--- config.mk ---
export PLATFORM = sky130hd
export DESIGN_NAME = wb_delta_fetcher
export DESIGN_NICKNAME = d
export VERILOG_FILES = /design/src/rtl/wb_delta_fetcher.sv
export SDC_FILE = /design/constraint.sdc
export NUM_CORES = 2
export LEC_CHECK = 0
export CORE_ASPECT_RATIO = 0.7
export CORE_MARGIN = 8
export CORE_UTILIZATION = 32
export DETAILED_ROUTE_END_ITERATION = 6
export GPL_TIMING_DRIVEN = 0
export PLACE_DENSITY_LB_ADDON = 0.15
export REMOVE_ABC_BUFFERS = 1
export SETUP_SLACK_MARGIN = 0.3
export SYNTH_ARGS = -nofsm -noshare
export SYNTH_HDL_FRONTEND = slang
export SYNTH_SLANG_ARGS = --single-unit
--- constraint.sdc ---
create_clock -name clock -period 5.2 [get_ports clock]
set_clock_uncertainty 0.15 [all_clocks]
set_input_delay 0.52 -clock clock [delete_from_list [all_inputs] [get_ports clock]]
set_output_delay 0.52 -clock clock [all_outputs]
set_load 0.01 [all_outputs]
--- src/rtl/wb_delta_fetcher.sv ---
// Walks a WB SRAM region holding a packed, delta-encoded unique-weight stream and
// emits absolute (weight, repetition) pairs on a valid/ready stream.
module wb_delta_fetcher #(
    parameter int WORD_W        = 64,
    parameter int BIN_LEN       = 8,
    parameter int MAX_DELTA_LEN = 8,
    parameter int MAX_NUM_LEN   = 8
) (
    input  logic                   clock,
    input  logic                   reset,
    input  logic                   start,
    input  logic [31:0]            base_addr,
    input  logic [15:0]            entry_count,
    input  logic [3:0]             delta_len,
    input  logic [3:0]             num_len,
    input  logic [BIN_LEN-1:0]     base_weight,
    output logic                   sram_read,
    output logic [31:0]            sram_address,
    input  logic                   sram_ready,
    input  logic [WORD_W-1:0]      sram_in,
    output logic                   w_valid,
    input  logic                   w_ready,
    output logic [BIN_LEN-1:0]     w_value,
    output logic [MAX_NUM_LEN-1:0] w_rep,
    output logic                   w_last,
    output logic                   busy,
    output logic                   done,
    output logic                   cfg_err
);
    localparam int BUF_W = 2 * WORD_W;
    localparam int OCC_W = $clog2(BUF_W + 1);
    localparam logic [OCC_W-1:0] WORD_OCC = OCC_W'(WORD_W);
    localparam logic [4:0] MAX_DL = 5'(MAX_DELTA_LEN);
    localparam logic [4:0] MAX_NL = 5'(MAX_NUM_LEN);

    typedef enum logic [1:0] {IDLE, FETCH, DECODE, DONE} state_e;

    state_e                 state_q, state_d;
    logic [3:0]             dl_q, dl_d;
    logic [3:0]             nl_q, nl_d;
    logic [OCC_W-1:0]       ent_len_q, ent_len_d;
    logic [15:0]            count_q, count_d;
    logic [31:0]            base_q, base_d;
    logic [31:0]            total_q, total_d;
    logic [31:0]            words_q, words_d;
    logic [15:0]            ent_cnt_q, ent_cnt_d;
    logic [BUF_W-1:0]       buf_q, buf_d;
    logic [OCC_W-1:0]       occ_q, occ_d;
    logic [BIN_LEN-1:0]     acc_q, acc_d;
    logic                   sram_read_q, sram_read_d;
    logic [31:0]            sram_address_q, sram_address_d;
    logic                   w_valid_q, w_valid_d;
    logic [BIN_LEN-1:0]     w_value_q, w_value_d;
    logic [MAX_NUM_LEN-1:0] w_rep_q, w_rep_d;
    logic                   w_last_q, w_last_d;
    logic                   busy_q, busy_d;
    logic                   done_q, done_d;
    logic                   cfg_err_q, cfg_err_d;

    logic [MAX_DELTA_LEN-1:0] dmask, delta_f;
    logic [MAX_NUM_LEN-1:0]   nmask, rep_f;
    logic [OCC_W-1:0]         new_len;
    logic                     running, accept, take, fill, cfg_bad;

    always_comb begin
        state_d        = state_q;
        dl_d           = dl_q;
        nl_d           = nl_q;
        ent_len_d      = ent_len_q;
        count_d        = count_q;
        base_d         = base_q;
        total_d        = total_q;
        words_d        = words_q;
        ent_cnt_d      = ent_cnt_q;
        buf_d          = buf_q;
        occ_d          = occ_q;
        acc_d          = acc_q;
        sram_read_d    = sram_read_q;
        sram_address_d = sram_address_q;
        w_valid_d      = w_valid_q;
        w_value_d      = w_value_q;
        w_rep_d        = w_rep_q;
        w_last_d       = w_last_q;
        busy_d         = busy_q;
        done_d         = 1'b0;
        cfg_err_d      = 1'b0;

        dmask   = ~({MAX_DELTA_LEN{1'b1}} << dl_q);
        nmask   = ~({MAX_NUM_LEN{1'b1}} << nl_q);
        delta_f = MAX_DELTA_LEN'(buf_q) & dmask;
        rep_f   = MAX_NUM_LEN'(buf_q >> dl_q) & nmask;
        running = (state_q == FETCH) || (state_q == DECODE);
        accept  = w_valid_q && w_ready;
        take    = running && (occ_q >= ent_len_q) && (ent_cnt_q < count_q) &&
                  (!w_valid_q || w_ready);
        fill    = (state_q == FETCH) && sram_read_q && sram_ready;
        new_len = OCC_W'(delta_len) + OCC_W'(num_len);
        cfg_bad = (delta_len == 4'd0) || ({1'b0, delta_len} > MAX_DL) ||
                  (num_len == 4'd0) || ({1'b0, num_len} > MAX_NL);

        case (state_q)
            IDLE: begin
                if (start) begin
                    dl_d      = delta_len;
                    nl_d      = num_len;
                    ent_len_d = new_len;
                    count_d   = entry_count;
                    base_d    = base_addr;
                    total_d   = (32'(entry_count) * 32'(new_len) + 32'(WORD_W - 1)) / 32'(WORD_W);
                    words_d   = '0;
                    ent_cnt_d = '0;
                    buf_d     = '0;
                    occ_d     = '0;
                    acc_d     = base_weight;
                    if (cfg_bad) begin
                        state_d   = DONE;
                        done_d    = 1'b1;
                        cfg_err_d = 1'b1;
                    end else if (entry_count == 16'd0) begin
                        state_d = DONE;
                        done_d  = 1'b1;
                    end else begin
                        state_d        = FETCH;
                        busy_d         = 1'b1;
                        sram_read_d    = 1'b1;
                        sram_address_d = base_addr;
                    end
                end
            end
            FETCH, DECODE: begin
                if (accept) begin
                    w_valid_d = 1'b0;
                end
                if (take) begin
                    acc_d     = acc_q + BIN_LEN'(delta_f);
                    w_value_d = acc_d;
                    w_rep_d   = rep_f;
                    w_last_d  = (ent_cnt_q == count_q - 16'd1);
                    w_valid_d = 1'b1;
                    ent_cnt_d = ent_cnt_q + 16'd1;
                    buf_d     = buf_q >> ent_len_q;
                    occ_d     = occ_q - ent_len_q;
                end
                // the fresh word lands above whatever survives this cycle's consume
                if (fill) begin
                    buf_d   = buf_d | (BUF_W'(sram_in) << occ_d);
                    occ_d   = occ_d + WORD_OCC;
                    words_d = words_q + 32'd1;
                end
                if (state_q == FETCH) begin
                    if (!(sram_read_q && !sram_ready)) begin
                        sram_read_d = (words_d < total_q) && (occ_d <= WORD_OCC);
                        if (sram_read_d) begin
                            sram_address_d = base_q + words_d;
                        end
                    end
                    if (words_d == total_q) begin
                        state_d = DECODE;
                    end
                end
                if (accept && w_last_q) begin
                    state_d = DONE;
                    done_d  = 1'b1;
                    busy_d  = 1'b0;
                end
            end
            DONE: begin
                state_d = IDLE;
            end
            default: begin
                state_d = IDLE;
            end
        endcase
    end

    always_ff @(posedge clock or negedge reset) begin
        if (!reset) begin
            state_q        <= IDLE;
            dl_q           <= '0;
            nl_q           <= '0;
            ent_len_q      <= '0;
            count_q        <= '0;
            base_q         <= '0;
            total_q        <= '0;
            words_q        <= '0;
            ent_cnt_q      <= '0;
            buf_q          <= '0;
            occ_q          <= '0;
            acc_q          <= '0;
            sram_read_q    <= 1'b0;
            sram_address_q <= '0;
            w_valid_q      <= 1'b0;
            w_value_q      <= '0;
            w_rep_q        <= '0;
            w_last_q       <= 1'b0;
            busy_q         <= 1'b0;
            done_q         <= 1'b0;
            cfg_err_q      <= 1'b0;
        end else begin
            state_q        <= state_d;
            dl_q           <= dl_d;
            nl_q           <= nl_d;
            ent_len_q      <= ent_len_d;
            count_q        <= count_d;
            base_q         <= base_d;
            total_q        <= total_d;
            words_q        <= words_d;
            ent_cnt_q      <= ent_cnt_d;
            buf_q          <= buf_d;
            occ_q          <= occ_d;
            acc_q          <= acc_d;
            sram_read_q    <= sram_read_d;
            sram_address_q <= sram_address_d;
            w_valid_q      <= w_valid_d;
            w_value_q      <= w_value_d;
            w_rep_q        <= w_rep_d;
            w_last_q       <= w_last_d;
            busy_q         <= busy_d;
            done_q         <= done_d;
            cfg_err_q      <= cfg_err_d;
        end
    end

    assign sram_read    = sram_read_q;
    assign sram_address = sram_address_q;
    assign w_valid      = w_valid_q;
    assign w_value      = w_value_q;
    assign w_rep        = w_rep_q;
    assign w_last       = w_last_q;
    assign busy         = busy_q;
    assign done         = done_q;
    assign cfg_err      = cfg_err_q;

endmodule

==> impl_metrics.env <==
export IMPL_setup_slack_ns=-0.03058
export IMPL_ys_flop_type="dfrtp_1"
export IMPL_arrival_ns=5.56
export IMPL_slew_viol_final=0
export IMPL_min_period_over_period=1.006
export IMPL_clock_sinks=325
export IMPL_met2_usage=0.3490
export IMPL_yosysMostFrequentCell="nand2_1"
export IMPL_worstSkewPairLatency_ns=0.62
export IMPL_die_area_um2=115300
export IMPL_htree_levels=2
export IMPL_synth_common_cells="nand2_1 (626), mux2i_1 (446), dfrtp_1 (325)"
export IMPL_dieHeight_um=286.5
export IMPL_worst_pin_slew_ns=1.142
export IMPL_fp_row_count=99
export IMPL_ios=187
export IMPL_synth_edf_count=0
export IMPL_clk_pin_slew_ns=0.06
export IMPL_grt_antenna_before_repair=12
export IMPL_hp_class="in2reg"
export IMPL_crit_type="reg2reg"
export IMPL_fmax_ghz=0.1912
export IMPL_avgSynthCellArea_um2=8.618
export IMPL_via_count=34460
export IMPL_viasPerCell=6.066
export IMPL_synth_area_top_cells="dfrtp_1 (24%), mux2i_1 (13%), mux4_2 (7.7%)"
export IMPL_use_met3=0.08290
export IMPL_ctsLongestPathBuffers=3
export IMPL_dp_hpwl_um=105000
export IMPL_drtIter0Drc=4315
export IMPL_drive_gt1_frac=0.3147
export IMPL_grt_pass1_vias=32090
export IMPL_status="finished, violations left"
export IMPL_max_slew_margin=0.2389
export IMPL_async_flop_share=1.000
export IMPL_critPathRequiredTime_ns=5.53
export IMPL_rsz0062_at_grt="yes"
export IMPL_syn_inst=3882
export IMPL_drv_cap=0
export IMPL_top_usage_layer="met1"
export IMPL_cp_common_cell="mux2i_2"
export IMPL_syn_area_um2=33450
export IMPL_worstPathMaxFanout=6
export IMPL_grt_total_usage=0.2565
export IMPL_grtUsageMet1=0.3836
export IMPL_critPathMaxStageDelay_ns=0.55
export IMPL_cts_root_buf="clkbuf_16"
export IMPL_ys_ff_latch=325
export IMPL_crit_path_start_kind="flip-flop"
export IMPL_gp_congestion=0.9626
export IMPL_initial_core_util=0.3219
export IMPL_fin_crit_ns=5.231
export IMPL_overflow=0
export IMPL_ys_seq_area_frac=0.2431
export IMPL_fin_nets=4585
export IMPL_setup_viol=3
export IMPL_drt_pass1_iter_count=7
export IMPL_violations="setup timing"
export IMPL_wl_per_cell_um=27.97
export IMPL_yosys_area_top_type="dfrtp_1"
export IMPL_io_buffers=186
export IMPL_synth_cell_types=84
export IMPL_core_um2=103900
export IMPL_grt_pass1_wl_um=226300
export IMPL_syn2layout_area_growth_pct=41.37
export IMPL_synthDominantCellAreaShare=0.2431
export IMPL_cts_tree="yes"
export IMPL_synth_warnings=0
export IMPL_crit_slowest_cell="a2111oi_4"
export IMPL_die_x_um=402.5
export IMPL_post_dp_cell_area_um2=37130
export IMPL_drc=0
export IMPL_hold_viol=0
export IMPL_cts_buffers=41
export IMPL_grt_max_degree=109
export IMPL_worstSetupEndpointType="flip-flop"
export IMPL_ant_nets=0
export IMPL_design_area_um2=47290
export IMPL_wl_um=158900
export IMPL_final_setup_tns_ns=-0.05808
metal layers:
metal / part of all wire / vias to the layer above
met3: 0.13 / 329
met4: 0.030 / 6
met1: 0.44 / 17040
met2: 0.40 / 2060
li1: - / 15020
met5: 0.00030 / -
registers in the layout, summed over array words and instances (netlist names), 4 cells and up:
| name | flops |
|---|---|
| ent_len_q | 5 |
| count_q | 16 |
| acc_q | 8 |
| dl_q | 4 |
| sram_address | 32 |
| occ_q | 8 |
| ent_cnt_q | 16 |
| base_q | 32 |
| nl_q | 4 |
| total_q | 16 |
| w_value | 8 |
| words_q | 32 |
| w_rep | 8 |
| buf_q | 128 |
logic make-up after synthesis:
family,after synthesis,synth area share
flops,325,0.2431
buf+inv,451,0.05232
compound gates,867,0.1721
fa+ha+maj,176,0.07675
simple gates,1219,0.1586
xor+xnor,120,0.03142
mux,724,0.2657
per-stage QoR:
step                hold slack (ns)  utilization  std cells  setup slack (ns)
finish                       0.1068       0.4551       5681          -0.03058
global route                 0.1017       0.4550       5679           -0.1619
CTS                         0.06254       0.4293       5571          -0.03961
detailed placement           0.2890       0.3573       5199            -3.769
global placement             0.3109       0.3456       5153            -16.60
floorplan                   0.07441            -       3604            -9.739
timing repair:
item / 4_1_cts / 5_1_grt
endpoints found under the setup margin: 208 / 168
pin swaps: 147 / 137
cloned: 25 / 2
resized for setup: 650 / 381
hold endpoints to repair: 34 / 0
hold buffers: 1 / 0
setup buffers: 271 / 99
area by class of cell:
type | instances | area [um^2]
fill | 9712 | 56630
multi-input combinational | 3111 | 28370
sequential | 325 | 8163
timing repair buffer | 618 | 6822
tap | 1363 | 1705
clock buffer | 57 | 1197
inverter | 173 | 716.9
clock inverter | 18 | 241.5
timing repair inverter | 7 | 57.56
antenna | 9 | 22.52
final timing paths:
| check | slack, ns | cells after the start | end | startpoint |
|---|---|---|---|---|
| min in group asynchronous | 0.23 | 2 | w_rep[7] | reset |
| max in group asynchronous | 3.19 | 4 | buf_q[122] | reset |
| worst max register to register | -0.03 | 25 | buf_q[98] | ent_len_q[0] |
| worst min-delay path | 0.11 | 3 | nl_q[0] | num_len[0] |
| worst min register to register | 0.34 | 2 | total_q[9] | total_q[9] |
| worst max-delay path | -0.03 | 25 | buf_q[98] | ent_len_q[0] |
worst max-delay path, delay by kind of cell (launching register included):
kind,cells,cell delay (ns)
multiplexers,6,1.18
adder cells (fa/ha/maj),2,0.37
flip-flops,1,0.50
buffers and inverters,10,1.36
AO/OA/AOI/OAI,4,1.18
AND/OR/NAND/NOR,3,0.35
cell usage in the layout (no fill, tap or decap), drive strengths merged, types with 62 or more instances in the layout:
| cell | instances |
|---|---|
| nand2 | 626 |
| mux2i | 448 |
| buf | 427 |
| dfrtp | 325 |
| nor2 | 257 |
| o21ai | 205 |
| a21oi | 199 |
| inv | 179 |
| clkdlybuf4s50 | 177 |
| mux2 | 164 |
| ha | 126 |
| mux4 | 114 |
| xnor2 | 75 |
| a22oi | 75 |
| nand3 | 73 |
| and2 | 67 |
| nor3 | 62 |
Power is left out: the tool's default activity adds up to more than one toggle a clock period on the data nets, which glitch-free logic cannot reach.
